===== src/rtl/aplic_irq_stimulus.sv =====
// Interrupt-source stimulus generator for APLIC latency measurement.
// Fires bursts of interrupts on one source line, strobes the latency counter,
// waits for the claim acknowledge (or a timeout) and tallies the outcome.
module aplic_irq_stimulus #(
    parameter int unsigned NR_SRC = 32,
    parameter int unsigned GAP_W  = 16,
    parameter int unsigned TO_W   = 16,
    localparam int unsigned SRC_W = $clog2(NR_SRC)
) (
    input  logic              clk_i,
    input  logic              rst_i,
    input  logic              cfg_valid_i,
    output logic              cfg_ready_o,
    input  logic [SRC_W-1:0]  cfg_src_i,
    input  logic [15:0]       cfg_count_i,
    input  logic [GAP_W-1:0]  cfg_gap_i,
    input  logic [TO_W-1:0]   cfg_timeout_i,
    input  logic              cfg_level_i,
    input  logic              ack_i,
    input  logic              abort_i,
    output logic [NR_SRC-1:0] irq_o,
    output logic              meas_rst_o,
    output logic              meas_start_o,
    output logic              busy_o,
    output logic              done_o,
    output logic [15:0]       sent_o,
    output logic [15:0]       acked_o,
    output logic [15:0]       timeouts_o
);

    typedef enum logic [2:0] {StIdle, StArm, StFire, StWaitAck, StGap, StDone} state_e;

    state_e             state_q, state_d;
    logic [SRC_W-1:0]   src_q, src_d;
    logic [15:0]        count_q, count_d;
    logic [GAP_W-1:0]   gap_q, gap_d;
    logic [TO_W-1:0]    tmo_q, tmo_d;
    logic               level_q, level_d;
    logic               empty_q, empty_d;
    logic [TO_W-1:0]    wait_cnt_q, wait_cnt_d;
    logic [GAP_W-1:0]   gap_cnt_q, gap_cnt_d;
    logic [15:0]        sent_q, sent_d;
    logic [15:0]        acked_q, acked_d;
    logic [15:0]        timeouts_q, timeouts_d;

    logic src_valid;
    logic timeout_hit;
    logic gap_last;
    logic more;

    function automatic logic [15:0] sat_inc(input logic [15:0] v);
        return (v == 16'hFFFF) ? v : v + 16'd1;
    endfunction

    assign src_valid = (cfg_src_i != '0) && (32'(cfg_src_i) < NR_SRC);
    // wait_cnt is 0 in the FIRE cycle, so the line has been up wait_cnt+1 cycles
    // by the end of the current cycle; time out once that reaches the limit.
    assign timeout_hit = (tmo_q != '0) && (wait_cnt_q >= tmo_q - TO_W'(1));
    assign gap_last    = (gap_cnt_q == gap_q - GAP_W'(1));
    assign more        = (sent_q < count_q);

    // State and configuration registers, synchronous reset.
    always_ff @(posedge clk_i) begin
        if (rst_i) begin
            state_q    <= StIdle;
            src_q      <= '0;
            count_q    <= '0;
            gap_q      <= '0;
            tmo_q      <= '0;
            level_q    <= 1'b0;
            empty_q    <= 1'b0;
            wait_cnt_q <= '0;
            gap_cnt_q  <= '0;
            sent_q     <= '0;
            acked_q    <= '0;
            timeouts_q <= '0;
        end else begin
            state_q    <= state_d;
            src_q      <= src_d;
            count_q    <= count_d;
            gap_q      <= gap_d;
            tmo_q      <= tmo_d;
            level_q    <= level_d;
            empty_q    <= empty_d;
            wait_cnt_q <= wait_cnt_d;
            gap_cnt_q  <= gap_cnt_d;
            sent_q     <= sent_d;
            acked_q    <= acked_d;
            timeouts_q <= timeouts_d;
        end
    end

    // Next-state logic; abort overrides everything and freezes the tallies.
    always_comb begin
        state_d    = state_q;
        src_d      = src_q;
        count_d    = count_q;
        gap_d      = gap_q;
        tmo_d      = tmo_q;
        level_d    = level_q;
        empty_d    = empty_q;
        wait_cnt_d = wait_cnt_q;
        gap_cnt_d  = gap_cnt_q;
        sent_d     = sent_q;
        acked_d    = acked_q;
        timeouts_d = timeouts_q;

        if (abort_i && state_q != StIdle) begin
            state_d = StDone;
        end else begin
            unique case (state_q)
                StIdle: begin
                    if (cfg_valid_i) begin
                        src_d      = cfg_src_i;
                        count_d    = cfg_count_i;
                        gap_d      = cfg_gap_i;
                        tmo_d      = cfg_timeout_i;
                        level_d    = cfg_level_i;
                        empty_d    = !src_valid || (cfg_count_i == '0);
                        sent_d     = '0;
                        acked_d    = '0;
                        timeouts_d = '0;
                        state_d    = StArm;
                    end
                end
                StArm: begin
                    // An empty burst passes through ARM silently and ends.
                    wait_cnt_d = '0;
                    state_d    = empty_q ? StDone : StFire;
                end
                StFire: begin
                    sent_d     = sat_inc(sent_q);
                    wait_cnt_d = wait_cnt_q + TO_W'(1);
                    state_d    = StWaitAck;
                end
                StWaitAck: begin
                    wait_cnt_d = wait_cnt_q + TO_W'(1);
                    if (ack_i || timeout_hit) begin
                        if (ack_i) begin
                            acked_d = sat_inc(acked_q);
                        end else begin
                            timeouts_d = sat_inc(timeouts_q);
                        end
                        gap_cnt_d = '0;
                        if (!more) begin
                            state_d = StDone;
                        end else if (gap_q == '0) begin
                            state_d = StArm;
                        end else begin
                            state_d = StGap;
                        end
                    end
                end
                StGap: begin
                    gap_cnt_d = gap_cnt_q + GAP_W'(1);
                    if (gap_last) begin
                        state_d = StArm;
                    end
                end
                StDone: begin
                    state_d = StIdle;
                end
                default: begin
                    state_d = StIdle;
                end
            endcase
        end
    end

    // Moore outputs decoded from the current state.
    always_comb begin
        irq_o = '0;
        if (state_q == StFire || (state_q == StWaitAck && level_q)) begin
            irq_o[src_q] = 1'b1;
        end
    end

    assign cfg_ready_o  = (state_q == StIdle);
    assign busy_o       = (state_q != StIdle);
    assign done_o       = (state_q == StDone);
    assign meas_rst_o   = (state_q == StArm) && !empty_q;
    assign meas_start_o = (state_q == StFire) || (state_q == StWaitAck);
    assign sent_o       = sent_q;
    assign acked_o      = acked_q;
    assign timeouts_o   = timeouts_q;

endmodule


===== config.mk =====
export PLATFORM = sky130hd
export DESIGN_NAME = aplic_irq_stimulus
export DESIGN_NICKNAME = d
export VERILOG_FILES = /design/src/rtl/aplic_irq_stimulus.sv
export SDC_FILE = /design/constraint.sdc
export NUM_CORES = 1
export LEC_CHECK = 0
export BUFFER_PORTS_ARGS = -buffer_cell sky130_fd_sc_hd__buf_2
export CORE_MARGIN = 2
export CORE_UTILIZATION = 50
export DETAILED_ROUTE_END_ITERATION = 10
export GPL_TIMING_DRIVEN = 0
export PLACE_DENSITY = 0.73
export RECOVER_POWER = 100
export SLEW_MARGIN = 20
export SYNTH_ARGS = -nofsm -noshare
export SYNTH_HDL_FRONTEND = slang
export SYNTH_SLANG_ARGS = --single-unit

===== constraint.sdc =====
create_clock -name clk_i -period 7 [get_ports clk_i]
set_clock_uncertainty 0.15 [all_clocks]
set_input_delay 1.4 -clock clk_i [delete_from_list [all_inputs] [get_ports clk_i]]
set_output_delay 1.4 -clock clk_i [all_outputs]
set_load 0.005 [all_outputs]

==> results.md <==
- Average footprint of a synthesized cell: 7.713 um^2
- Worst setup path class: reg2reg
- Core ar.: about 15,000 um^2
- Syn Nets: around 1,100
- Slowest-stage cell, CP: o221ai_1
- Cell count after synthesis: ~1,000
- Synthesis Warnings: 0
- Cell taking the most area after synthesis: dfxtp_1
- Die ar.: 16,500 um^2
- Post-synthesis sequential area ratio: 35.68%
- Reg2reg path depth: 13
- Total CTS buffers: 17
- Drt pass-1 iters: 6
- CTS tree: yes
- Fin cells: 1,366
- Slew Viols, Final: 0
- Reg2reg end: gap_cnt_q[13]$_SDFFE_PP0P_
- Internal reg-to-reg setup slack: ~2.6 ns
- Starting DRT DRC Count: between 300 and 400
- Critical Path, Cell by Cell: nor4_1 > and2b_1 > nand3_1 > nor4_1 > xnor2_1 > ha_1 > nand4_1 > or2_2 > o221ai_1 > and2_0 > a31o_1 > clkbuf_1 > nor2_1
- Hold_buf cts: 0
- Critical Path Start Type: flop
- GRT overflow: 0
- Initial Utilization: a little over 50%
- Max IR drop VDD: 207.4 uV
- Port buffer count: between 100 and 150
- Fin crit share: 63.47%
- CTS Root Cell: clkbuf_16
- Clk slew on worst S/H paths: 0.06 ns
- Routed vias/inst: 5.461
- DP Wirelength: roughly 15 mm
- Number of synthesized flops with an enable pin: 0
- Worst path arrival time: 4.59 ns
- Die Span Y: roughly 130 um
- Routed wire length: 19.55 mm
- Gate power share: a little under a third
- Minimum clock period after layout: between 4 and 5 ns
- Post-synth ARST share: 0%
- Layout area overhead: 18.40%
- Placed Instances: 1,335
- Mapped Area: 7744 um^2
- MaxCap Viol Count: 0
- Synth area leaders: dfxtp_1, nand2_1, xnor2_1
- Final Setup Violations: 0
- RR Startpoint: tmo_q[4]$_SDFFE_PP0P_
- CTS Buffer Depth: 2
- Die width: 128.5 um
- Worst-Margin Slew: 0.8645 ns
- Antenna-violating nets left: 0
- Post CTS Setup Buffer Count: 0
- First-pass GRT wire length: ~32 mm
- Top_reg_cell synth: dfxtp_1
- Net Sw Frac: 35.05%
- Outcome: finished, final reports clean
- Fmax: 225.1 MHz
- Residual DRC: 0
- Largest net degree at the start of global routing: 17
- Row cnt: 45
- Vias: 7,460
- Hold worst-path end: count_q[4]$_SDFFE_PP0P_
- Slew headroom: roughly 42%
- Worst hold start: count_q[4]$_SDFFE_PP0P_
- Hold Path Stages: 2
- GPL Wtd Cong: 0.8639
- Initial antenna violation count: 1
- Post-CTS Resized: 0
- Flop pwr share: 35.6%
- Slowest cell delay on critical path: 0.68 ns
- Num Clock Sinks: 138
- Clk_lat worst skew: 0.43 ns
- Unique masters post-synth: 65
- H-tree Lvls: 4
- Critical Path Fanout Max: 10
- Pwr dens: 284.8 nW/um^2
- Total GRT Usage: around a quarter
- Worst Hold Class: reg2reg
- Internal: 0.001696 W
- Clk pwr share: 32.6%
- Wire per inst: roughly 14 um
- Most common cell on crit path: nor4_1
- Final Hold Fails: 0
- Vias in the first global route: 6,715
- Static leakage: 3.574 nW
- Post-layout util: between 60% and 70%
- IO Pins: about 140
- Yosys top cell area share: 35.68%
- Setup TNS: 0 ns
- Critical Path RT: 7.15 ns
- Fin nets: 1,264
- Endpoint class of the critical path: flop
- NetSw: 0.0009154 W
- RSZ-0062 raised after global routing: false
- Layout cells sized above 1: 13.08%
- Post-synthesis register bit count: 138
## cells in the mapped netlist (all sizes together), types with 5 or more instances
cell type,number
a211oi,6
a21oi,79
and3,20
buf,10
clkbuf,32
dfxtp,138
ha,39
inv,32
nand2,169
nand2b,13
nand3,42
nand4,27
nor2,134
nor2b,9
nor3,31
nor4,23
o211ai,5
o21ai,26
or3,9
or4,5
xnor2,65
xor2,28
## worst max-delay path, delay by kind of cell (launching register included)
| kind | cells | cell delay [ns] |
|---|---|---|
| and+or+nand+nor | 8 | 2.05 |
| xor gates and xnor gates | 1 | 0.11 |
| DFF | 1 | 0.36 |
| AOI/OAI and AO/OA | 2 | 0.99 |
| buffers and inverters | 1 | 0.39 |
| adders and majority gates | 1 | 0.28 |
## logic make-up after synthesis
kind of cell	Yosys count	share of synthesized area, %
XOR/XNOR	93	10.52
AO/OA/AOI/OAI	147	11.50
AND/OR/NAND/NOR	509	31.54
buffers and inverters	74	3.942
adder cells (fa/ha/maj)	39	6.302
flip-flops	138	35.68
multiplexers	4	0.5171
## layer usage
| metal | part of all wire, % | GRT usage, % |
|---|---|---|
| met1 | 47 | 32.28 |
| met5 | 0 | 0 |
| met4 | 2.1 | 10.41 |
| met2 | 45 | 38.39 |
| met3 | 5.3 | 4.532 |
## power groups by stage
stage | Clock, W | Sequential [W] | Combinational, W
2_1_floorplan | 0 | 0.000928 | 0.000626
3_3_place_gp | 0 | 0.000944 | 0.000817
3_5_place_dp | 0 | 0.000946 | 0.000832
4_1_cts | 0.000858 | 0.000930 | 0.000837
5_1_grt | 0.000892 | 0.000942 | 0.000935
6_report | 0.000851 | 0.000930 | 0.000830
## cell usage in the layout, fill, tap and decap left out, drive strengths merged, types with 3 or more instances in the layout
cell    count
nor4       23
and2        4
ha         39
xnor2      65
xor2       28
a21boi      3
clkbuf    105
nand2     169
nor2      134
a21o        4
nor4b       4
nand3b      4
and3       20
or3         9
dfxtp     138
a21oi      79
o21ai      26
or2         3
nor2b       9
a22oi       3
clkinv      5
and4        4
buf       102
nand3      42
or4         5
a211oi      6
inv        32
o211ai      5
mux2i       4
nor3b       3
nor3       31
nand4      27
nand2b     13
## layout make-up
class,count,area [um^2]
antenna,1,2.502
tap,188,235.2
clock buffer,22,484.2
multi-input combinational,792,4651
inverter,32,120.1
buffer,42,167.7
clock inverter,8,70.07
timing repair buffer,143,675.6
sequential,138,2763
fill,1398,5977
## flip-flops by register name, indices dropped and copies added (netlist names)
signal and count:
acked_o 16, count_q 16, empty_q 1, gap_cnt_q 16
gap_q 16, level_q 1, sent_o 16, src_q 5
state_q 3, timeouts_o 16, tmo_q 16, wait_cnt_q 16
## worst max path at each step
stage | slack (ns) | cells past startpoint | endpoint | start
after detailed placement | 3.23 | 13 | gap_cnt_q[13]$_SDFFE_PP0P_ | tmo_q[4]$_SDFFE_PP0P_
after global placement | 3.32 | 13 | gap_cnt_q[8]$_SDFFE_PP0P_ | tmo_q[4]$_SDFFE_PP0P_
after global routing | 2.25 | 13 | gap_cnt_q[13]$_SDFFE_PP0P_ | tmo_q[4]$_SDFFE_PP0P_
final | 2.56 | 13 | gap_cnt_q[13]$_SDFFE_PP0P_ | tmo_q[4]$_SDFFE_PP0P_
after floorplan | 3.73 | 13 | timeouts_o[14]$_SDFFE_PP0P_ | tmo_q[4]$_SDFFE_PP0P_
after CTS | 3.21 | 13 | gap_cnt_q[13]$_SDFFE_PP0P_ | tmo_q[4]$_SDFFE_PP0P_
## per-stage QoR
| step | hold WS [ns] | power [W] | cell area, um^2 | worst slack, ns |
|---|---|---|---|---|
| global route | 0.3272 | 0.002769 | 9166 | 2.250 |
| floorplan | 0.2812 | 0.001554 | 7744 | 3.730 |
| global placement | 0.2877 | 0.001760 | 8695 | 3.316 |
| CTS | 0.3039 | 0.002625 | 9254 | 3.206 |
| finish | 0.3040 | 0.002611 | 9169 | 2.557 |
| detailed placement | 0.2965 | 0.001778 | 8700 | 3.231 |
No activity file was read; power rests on OpenSTA's default activity.
